==> config.mk <==
export PLATFORM = sky130hd
export DESIGN_NAME = ps2_key_fifo
export DESIGN_NICKNAME = d
export VERILOG_FILES = /design/src/rtl/ps2_key_fifo_pkg.sv /design/src/rtl/ps2_key_fifo_sync_fifo.sv /design/src/rtl/ps2_key_fifo.sv
export SDC_FILE = /design/constraint.sdc
export NUM_CORES = 1
export LEC_CHECK = 0
export BUFFER_PORTS_ARGS = -buffer_cell sky130_fd_sc_hd__buf_2
export CELL_PAD_IN_SITES_DETAIL_PLACEMENT = 1
export CELL_PAD_IN_SITES_GLOBAL_PLACEMENT = 2
export CORE_ASPECT_RATIO = 0.6
export CORE_MARGIN = 1
export CORE_UTILIZATION = 36
export CTS_BUF_LIST = sky130_fd_sc_hd__clkbuf_2
export CTS_CLUSTER_DIAMETER = 120
export DETAILED_ROUTE_END_ITERATION = 7
export GPL_ROUTABILITY_DRIVEN = 0
export PLACE_DENSITY = 0.65
export SYNTH_ARGS = -nofsm -noshare
export SYNTH_HDL_FRONTEND = slang
export SYNTH_HIERARCHICAL = 1
export SYNTH_SLANG_ARGS = --single-unit
==> constraint.sdc <==
create_clock -name clk_24 -period 4.42 [get_ports clk_24]
set_input_delay 0.221 -clock clk_24 [delete_from_list [all_inputs] [get_ports clk_24]]
set_output_delay 0.221 -clock clk_24 [all_outputs]
set_load 0.01 [all_outputs]
==> src/rtl/ps2_key_fifo_pkg.sv <==
// Shared constants for the PS/2 key event queue: register map, STATUS layout
// and the layout of one queued key event.
package ps2_key_fifo_pkg;

    // CPU register indices inside the 4-byte window
    localparam logic [1:0] REG_STATUS = 2'd0;
    localparam logic [1:0] REG_CODE   = 2'd1;
    localparam logic [1:0] REG_FLAGS  = 2'd2;
    localparam logic [1:0] REG_POP    = 2'd3;

    // STATUS register bit positions
    localparam int STAT_EMPTY   = 0;
    localparam int STAT_FULL    = 1;
    localparam int STAT_OVF     = 2;
    localparam int STAT_CNT_LSB = 3;
    localparam int STAT_CNT_W   = 5;

    // STATUS write: this data bit requests a clear
    localparam int CLEAR_BIT = 7;

    // Queued entry layout, identical to ps2_key[9:0]
    localparam int ENT_CODE_LSB = 0;
    localparam int ENT_CODE_MSB = 7;
    localparam int ENT_EXT      = 8;
    localparam int ENT_PRESS    = 9;
    localparam int ENTRY_W      = 10;

    // Bus bit that flips once per key event
    localparam int KEY_TOGGLE = 10;

    typedef logic [ENTRY_W-1:0] entry_t;

endpackage

==> src/rtl/ps2_key_fifo_sync_fifo.sv <==
// Single-clock FIFO with first-word-fall-through head, synchronous clear and
// push-while-full allowed when a pop frees the slot in the same cycle.
module sync_fifo #(
    parameter int WIDTH      = 10,
    parameter int DEPTH_LOG2 = 4
) (
    input  logic                  clk,
    input  logic                  rst_n,
    input  logic                  push,
    input  logic                  pop,
    input  logic                  clear,
    input  logic [WIDTH-1:0]      din,
    output logic [WIDTH-1:0]      head,
    output logic [DEPTH_LOG2:0]   count,
    output logic                  full,
    output logic                  empty
);

    localparam int DEPTH = 1 << DEPTH_LOG2;
    localparam int CNT_W = DEPTH_LOG2 + 1;

    logic [WIDTH-1:0]      mem [DEPTH];
    logic [DEPTH_LOG2-1:0] wr_ptr;
    logic [DEPTH_LOG2-1:0] rd_ptr;
    logic [CNT_W-1:0]      cnt;
    logic                  do_pop;
    logic                  do_push;

    assign empty = (cnt == '0);
    assign full  = (cnt == CNT_W'(DEPTH));
    assign count = cnt;
    assign head  = mem[rd_ptr];

    // A pop on an empty queue is ignored; a push into a full queue only
    // succeeds when a real pop frees the head slot in the same cycle.
    assign do_pop  = pop && !empty;
    assign do_push = push && (!full || do_pop);

    always_ff @(posedge clk or negedge rst_n) begin
        if (!rst_n) begin
            wr_ptr <= '0;
            rd_ptr <= '0;
            cnt    <= '0;
        end else if (clear) begin
            wr_ptr <= '0;
            rd_ptr <= '0;
            cnt    <= '0;
        end else begin
            if (do_push) wr_ptr <= wr_ptr + 1'b1;
            if (do_pop)  rd_ptr <= rd_ptr + 1'b1;
            case ({do_push, do_pop})
                2'b10:   cnt <= cnt + 1'b1;
                2'b01:   cnt <= cnt - 1'b1;
                default: cnt <= cnt;
            endcase
        end
    end

    // NOTE: storage has no reset; count and pointers alone define which slots
    // are valid, so stale data is never visible and the array maps to plain RAM.
    always_ff @(posedge clk) begin
        if (do_push && !clear) mem[wr_ptr] <= din;
    end

endmodule

==> src/rtl/ps2_key_fifo.sv <==
// PS/2 key event queue for the CPU input window: turns each toggle of
// ps2_key[10] into a queued {pressed, extended, code} entry the CPU can poll.
module ps2_key_fifo
    import ps2_key_fifo_pkg::*;
#(
    parameter int DEPTH_LOG2 = 4
) (
    input  logic        clk_24,
    input  logic        reset_n,
    input  logic [10:0] ps2_key,
    input  logic        cpu_cs,
    input  logic [1:0]  cpu_addr,
    input  logic        cpu_wr_n,
    input  logic [7:0]  cpu_din,
    output logic [7:0]  cpu_dout,
    output logic        irq_n
);

    logic                tog_q;
    logic                armed;
    logic                wr_n_q;
    logic                overflow;
    logic                push_ev;
    logic                wr_fire;
    logic                pop_fire;
    logic                clear_fire;
    entry_t              head;
    logic [DEPTH_LOG2:0] count;
    logic                full;
    logic                empty;
    logic [STAT_CNT_W-1:0] count_ext;
    logic                unused_din;

    // The toggle level present when tracking starts is a baseline, not an event.
    assign push_ev = armed && (ps2_key[KEY_TOGGLE] != tog_q);

    always_ff @(posedge clk_24 or negedge reset_n) begin
        if (!reset_n) begin
            tog_q <= 1'b0;
            armed <= 1'b0;
        end else begin
            tog_q <= ps2_key[KEY_TOGGLE];
            armed <= 1'b1;
        end
    end

    // The Z80 holds wr_n low for several clocks; only the falling edge acts.
    assign wr_fire    = cpu_cs && !cpu_wr_n && wr_n_q;
    assign pop_fire   = wr_fire && (cpu_addr == REG_POP);
    assign clear_fire = wr_fire && (cpu_addr == REG_STATUS) && cpu_din[CLEAR_BIT];

    assign unused_din = &{1'b0, cpu_din[6:0]};

    always_ff @(posedge clk_24 or negedge reset_n) begin
        if (!reset_n) begin
            wr_n_q <= 1'b1;
        end else begin
            wr_n_q <= cpu_wr_n;
        end
    end

    // Sticky until cleared; a same-cycle pop makes room, so that is no overflow.
    always_ff @(posedge clk_24 or negedge reset_n) begin
        if (!reset_n) begin
            overflow <= 1'b0;
        end else if (clear_fire) begin
            overflow <= 1'b0;
        end else if (push_ev && full && !pop_fire) begin
            overflow <= 1'b1;
        end
    end

    sync_fifo #(
        .WIDTH      (ENTRY_W),
        .DEPTH_LOG2 (DEPTH_LOG2)
    ) u_fifo (
        .clk   (clk_24),
        .rst_n (reset_n),
        .push  (push_ev),
        .pop   (pop_fire),
        .clear (clear_fire),
        .din   (ps2_key[ENTRY_W-1:0]),
        .head  (head),
        .count (count),
        .full  (full),
        .empty (empty)
    );

    assign count_ext = STAT_CNT_W'(count);
    assign irq_n     = empty;

    always_comb begin
        cpu_dout = 8'h00;
        case (cpu_addr)
            REG_STATUS: begin
                cpu_dout[STAT_EMPTY] = empty;
                cpu_dout[STAT_FULL]  = full;
                cpu_dout[STAT_OVF]   = overflow;
                cpu_dout[STAT_CNT_LSB +: STAT_CNT_W] = count_ext;
            end
            REG_CODE: begin
                if (!empty) cpu_dout = head[ENT_CODE_MSB:ENT_CODE_LSB];
            end
            REG_FLAGS: begin
                if (!empty) cpu_dout[1:0] = {head[ENT_PRESS], head[ENT_EXT]};
            end
            default: cpu_dout = 8'h00;
        endcase
    end

endmodule

Word-level counts from Yosys, hierarchy flattened
Memories as Yosys holds them, arrays and structs flattened.
Index checks and enable logic that the tools add are counted.
{"block": "classes", "add_sub_neg": 4, "n_eq_ne": 7, "muxes": 14, "n_reduce_logical": 23}
{"op": "two-way mux 4 bit", "count": 4}
{"op": "case mux 6 bit (2 select lines)", "count": 1}
{"op": "logical AND 1 bit", "count": 11}
{"op": "case mux 5 bit (2 select lines)", "count": 1}
{"op": "adder 4 x 1 -> 4 bit (second input constant)", "count": 2}
{"op": "two-way mux 8 bit", "count": 1}
{"op": "equality test 2 bit (second input constant)", "count": 3}
{"op": "case mux 2 bit (3 select lines)", "count": 1}
{"op": "nonzero test 2 bit", "count": 3}
{"op": "adder 5 x 1 -> 5 bit (second input constant)", "count": 1}
{"op": "equality test 5 bit (second input constant)", "count": 1}
{"op": "zero test 1 bit", "count": 5}
{"op": "zero test 5 bit", "count": 1}
{"op": "two-way mux 5 bit", "count": 1}
{"op": "subtractor 5 x 1 -> 5 bit (second input constant)", "count": 1}
{"op": "equality test 2 x 1 -> 1 bit (second input constant)", "count": 2}
{"op": "two-way mux 1 bit", "count": 4}
{"op": "nonzero test 3 bit", "count": 1}
{"op": "zero test 2 bit", "count": 1}
{"op": "two-way mux 2 bit", "count": 1}
{"op": "logical OR 1 bit", "count": 1}
{"op": "!= test 1 bit", "count": 1}
{"block": "totals", "reg_bits": 17, "ramBits": 160, "in_bits": 25, "memories": 1}
{"name": "u_fifo.mem", "depth": 16, "word_bits": 10, "read_ports": 1, "rd_ports_with_merged_regs": 0, "wr": 1, "line": "ps2_key_fifo_sync_fifo.sv:22", "source": "logic [WIDTH-1:0] mem [DEPTH];"}

Logic depth before layout (Yosys ltp)
{"block": "depth", "ltp_word": 10, "ltp_mapped": 12}

Cells and area by module
The synthesis kept the hierarchy.
{"module": "sync_fifo", "instances": 1, "cells_per_inst": 335, "area_per_inst_um2": 6941.7, "seq_area_each_um2": 5129.9}
{"module": "ps2_key_fifo", "instances": 1, "cells_per_inst": 45, "area_per_inst_um2": 362.8, "seq_area_each_um2": 101.3}

Least setup slack after synthesis
OpenSTA, ideal clock, no wires.
{"block": "synth_path", "path_type": "flip-flop to flip-flop", "start": "reg wr_n_q", "end": "reg u_fifo.cnt[4], in the netlist u_fifo/count[4]", "setup_time_ps": 130, "arrival_time_ps": 2607, "required_ps": 4290, "slack_ps": 1683, "stages_incl_launch_ff": 12, "path_buffers": 0, "path_cell_list": "dfstp_2 > nand3b_4 > nor2_1 > nand2b_1 > a21oi_1 > inv_1 > fa_1 > nand2b_1 > a21oi_1 > mux2_2 > a32oi_1 > a21oi_1"}
{"block": "synth_via", "elab_chain_cells": 8, "elab_cells_between_ends": 12, "classes_between": "eq/ne (2); mux (2); reduce/logical (8)"}
{"item": "from (decl)", "line": "ps2_key_fifo.sv:21", "source": "logic wr_n_q;"}
{"item": "from (signal assigned)", "line": "ps2_key_fifo.sv:58", "source": "wr_n_q <= cpu_wr_n;"}
{"item": "logical AND 1 bit *", "line": "ps2_key_fifo.sv:48", "source": "assign wr_fire = cpu_cs && !cpu_wr_n && wr_n_q;"}
{"item": "logical AND 1 bit *", "line": "ps2_key_fifo.sv:49", "source": "assign pop_fire = wr_fire && (cpu_addr == REG_POP);"}
{"item": "net pop_fire", "line": "ps2_key_fifo.sv:25", "source": "logic pop_fire;"}
{"item": "logical AND 1 bit *", "line": "ps2_key_fifo_sync_fifo.sv:36", "source": "assign do_pop = pop && !empty;"}
{"item": "logical OR 1 bit", "line": "ps2_key_fifo_sync_fifo.sv:37", "source": "assign do_push = push && (!full || do_pop);"}
{"item": "logical AND 1 bit", "line": "ps2_key_fifo_sync_fifo.sv:37"}
{"item": "equality test 2 x 1 -> 1 bit or equality test 2 bit (tied branches)", "line": "ps2_key_fifo_sync_fifo.sv:51", "source": "case ({do_push, do_pop})"}
{"item": "case mux 5 bit (2 select lines)", "line": "ps2_key_fifo_sync_fifo.sv:51"}
{"item": "two-way mux 5 bit", "line": "ps2_key_fifo_sync_fifo.sv:44", "source": "end else if (clear) begin"}
{"item": "to (signal assigned)", "line": "ps2_key_fifo_sync_fifo.sv:52", "source": "2'b10: cnt <= cnt + 1'b1;"}
{"item": "to (signal assigned)", "line": "ps2_key_fifo_sync_fifo.sv:53", "source": "2'b01: cnt <= cnt - 1'b1;"}
{"item": "to (signal assigned)", "line": "ps2_key_fifo_sync_fifo.sv:54", "source": "default: cnt <= cnt;"}
{"item": "to (decl)", "line": "ps2_key_fifo_sync_fifo.sv:25", "source": "logic [CNT_W-1:0] cnt;"}
The timed path passes the listed nets; every way through them passes the cells marked *.
A chain may end at the register's enable or synchronous reset.

Worst setup path after layout
{"block": "layout_path", "start": "in cpu_wr_n", "end": "reg u_fifo.cnt[4], in the netlist u_fifo/count[4]"}
{"block": "layout_via", "elab_chain_cells": 10, "elab_cells_between_ends": 14, "classes_between": "eq/ne (2); mux (2); reduce/logical (10)"}
{"item": "from (decl)", "line": "ps2_key_fifo.sv:13", "source": "input logic cpu_wr_n,"}
{"item": "zero test 1 bit *", "line": "ps2_key_fifo.sv:48"}
{"item": "logical AND 1 bit * (2 in series)", "line": "ps2_key_fifo.sv:48"}
{"item": "logical AND 1 bit *", "line": "ps2_key_fifo.sv:49"}
{"item": "net pop_fire", "line": "ps2_key_fifo.sv:25"}
{"item": "logical AND 1 bit *", "line": "ps2_key_fifo_sync_fifo.sv:36"}
{"item": "logical OR 1 bit", "line": "ps2_key_fifo_sync_fifo.sv:37"}
{"item": "logical AND 1 bit", "line": "ps2_key_fifo_sync_fifo.sv:37"}
{"item": "equality test 2 x 1 -> 1 bit or equality test 2 bit (tied branches)", "line": "ps2_key_fifo_sync_fifo.sv:51"}
{"item": "case mux 5 bit (2 select lines)", "line": "ps2_key_fifo_sync_fifo.sv:51"}
{"item": "two-way mux 5 bit", "line": "ps2_key_fifo_sync_fifo.sv:44"}
Marked as above.

==> results by group <==
Run status
  – Status: complete, no violations

Logic synthesis
  – Synth Area in XOR/XNOR: 1.08%
  – Yosys top cell area share: 65.8%
  – Post-synth EDFFs: 160
  – Syn avg cell area: 19.2 sq um
  – Cell Area, Synth: 7300 sq um
  – Synth Area in Compound Gates: 2.06%
  – Synth cell count leaders: 160 x edfxtp_1, 50 x mux4_2, 41 x nor2_1, 16 x dfrtp_1, 14 x a21oi_1
  – Main synth FF type: edfxtp_1
  – Unique masters post-synth: 41
  – Largest family of logic cells by synthesized area: multiplexers
  – Async set-reset flop share out of synthesis: 9.60%
  – Adder-cell area share of the yosys netlist: 1.64%
  – Top cells by area, synth: edfxtp_1 66%, mux4_2 15%, dfrtp_1 5.5%, nor2_1 2.1%, ha_1 1.4%
  – Yosys top cell by area: edfxtp_1
  – #FFs+latches synth: 177
  – Syn nets: 414
  – Mapped Cells: 380
  – Seq/Total Area, Yosys: 71.6%
  – Post-synthesis mux area share: 16.0%
  – Simple-Gate Fraction of Synth Area: 5.60%
  – Most frequent cell after synthesis: edfxtp_1
  – YS warnings: 6

Power and ir drop
  – Pint: 0.00273 W
  – Leak: 2.75 nW
  – PwrDens: 495 nW/um^2
  – Comb power frac: 28.0%
  – Sw Share: 33.1%
  – Switch Pwr: 0.00135 W
  – VDD IR max: 0.232 mV
  – Sequential share of power: 52.3%
  – Clock share of power: 19.7%

CTS
  – H-tree levels: 4
  – CTS tree: yes
  – Post-CTS sizing: 0
  – Inserted Clock Buffers: 17
  – TritonCTS Sinks: 177
  – CTS clock-pin slew for the worst setup and hold paths: 280 ps
  – CTS root buf: clkbuf_2
  – Clk_lat worst skew: 770 ps
  – Max Buffers Root-to-Sink: 2

Route
  – DR WL/cell: 22.8 um
  – M1 WL: 8330 um
  – Max Used Layer: met4
  – 1st-iter DRT viols: 278
  – Drt pass-1 iters: 4
  – Met3 WL: 650 um
  – Final ANT Viol Nets: 0
  – Post-route DRC: 0
  – Vias: 3,718
  – DR vias/cell: 5.12
  – Routed wl met2: 7490 um
  – Post-Route WL: 16,600 um

Setup path
  – Req. time, crit path: 5100 ps
  – Crit path launch type: input pin
  – CP Capture Type: register
  – Worst Path Arrival: 4220 ps
  – CP Class: input pin to register
  – Critical Path Fanout Max: 6

Die
  – Die Y: 112 um
  – Horiz. Die Dim: 186 um
  – Core area: 19,400 sq um
  – FP Rows: 39
  – Initial Utilization: 37.6%
  – Total die area: 20,900 sq um
  – # IOs: 34

Timing
  – Crit path time final: 3540 ps
  – Max-slew violation count: 0
  – RSZ-0062 raised after global routing: false
  – Max Clock Skew: 37.1 ps
  – Final Hold Viols: 0
  – Peak Freq: 283 MHz
  – Max_slew headroom: 27.2%
  – Final Cycle Share: 80.0%
  – Worst Tran Pin Value: 1090 ps
  – Post-route setup TNS: 0 ps
  – Setup violators final: 0

Global routing
  – Largest net degree at the start of global routing: 42
  – First-pass GRT wire length: 24,900 um
  – Total grt overflow: 0
  – Initial antenna violation count: 0
  – GR Util All Layers: 17.2%
  – Vias in the first global route: 3,891

Min path
  – Hold Path Class: input pin to register

Layout
  – Diode count: 0
  – Area Overhead vs Synth: 12.7%
  – Layout Utilization: 42.4%
  – Fin nets: 481
  – Share of cells above drive strength 1: 30.2%

Flow run
  – Max-capacitance violation count: 0

Placed design
  – DP Wirelength: 10,600 um
  – PortBufs: 26
[area by class of cell]
class | instances | area, sq um
clock buffers | 17 | 85.1
clock inverters | 15 | 140
well taps | 266 | 333
multi-input cells | 177 | 1930
inverters | 8 | 30.0
fillers | 1926 | 11200
repair buffers | 66 | 480
flip-flops and latches | 177 | 5230
[worst max-delay path, stage by stage]
cell	delay, ps
dlygate4sd3_1	530
dlygate4sd3_1	550
buf_2	130
nand3b_4	180
nor2_1	370
nand2b_1	130
a21oi_1	400
inv_1	110
fa_1	410
nand2b_1	160
a21oi_1	370
mux2_2	390
a32oi_1	170
a21oi_1	110
[flip-flops by register name (all words and copies together), names as in the netlist]
signal and count:
armed 1, overflow 1, tog_q 1, u_fifo/count 5
u_fifo/mem 160, u_fifo/rd_ptr 4, u_fifo/wr_ptr 4, wr_n_q 1
[metal layers]
metal  vias up  GRT usage [%]
li1       1638              -
met1      2013           25.7
met2        60           25.2
met3         7           4.32
met4         0           3.77
met5         -              0
[kinds of logic after synthesis]
logic type / Yosys count
buf+inv: 26
xor+xnor: 9
fa+ha+maj: 9
flops: 177
mux: 54
simple gates: 78
compound gates: 26
other cells: 1
[final timing paths]
path / start / to / slack (ps) / depth (start not counted)
worst max register to register: wr_n_q / u_fifo/count[4] / 1010 / 11
worst min-delay path: cpu_addr[1] / u_fifo/rd_ptr[1] / 90 / 4
worst max-delay path: cpu_wr_n / u_fifo/count[4] / 880 / 14
min in group asynchronous: reset_n / wr_n_q / 430 / 3
worst min register to register: overflow / overflow / 650 / 2
max in group asynchronous: reset_n / u_fifo/rd_ptr[0] / 2620 / 4
[power groups by stage]
stage / combinational (W) / sequential [W] / clock [W]
finish: 0.00114 / 0.00213 / 0.000805
global placement: 0.00112 / 0.00217 / 0
floorplan: 0.000915 / 0.00205 / 0
global route: 0.00124 / 0.00216 / 0.000901
CTS: 0.00116 / 0.00214 / 0.000840
detailed placement: 0.00115 / 0.00217 / 0
[metrics by stage]
step	hold WS [ps]	total power, W	instance area (sq um)	cells	setup slack [ps]
finish	93.4	0.00408	8230	726	883
global route	18.6	0.00430	8230	726	659
CTS	8.29	0.00414	8210	724	796
detailed placement	205	0.00332	7810	674	1040
global placement	194	0.00329	7810	674	1180
floorplan	-74.6	0.00296	7300	380	1680
[cell usage in the layout, fill, tap and decap left out, types with 2 or more instances in the layout]
cell,Yosys,final
a21o_1,2,2
a21oi_1,14,14
buf_2,1,26
buf_4,6,20
clkbuf_2,0,17
clkinv_4,0,5
dfrtp_1,16,14
dfrtp_2,0,2
dlygate4sd3_1,0,20
edfxtp_1,160,160
ha_1,8,8
inv_1,8,8
inv_6,0,4
inv_8,0,5
mux2i_1,3,3
mux4_2,50,50
nand2_1,11,11
nand2b_1,2,2
nor2_1,41,41
nor2b_1,9,9
nor3_1,2,2
o21ai_0,4,4
or3_1,3,3
xnor2_1,5,5
xor2_1,4,4
[repair_timing]
item / 4_1_cts / 5_1_grt
hold buffers: 18 / 2
setup buffers: 0 / 0
hold endpoints to repair: 192 / 2
setup endpoints to repair: 0 / 0
(Power assumes the default switching activity.)
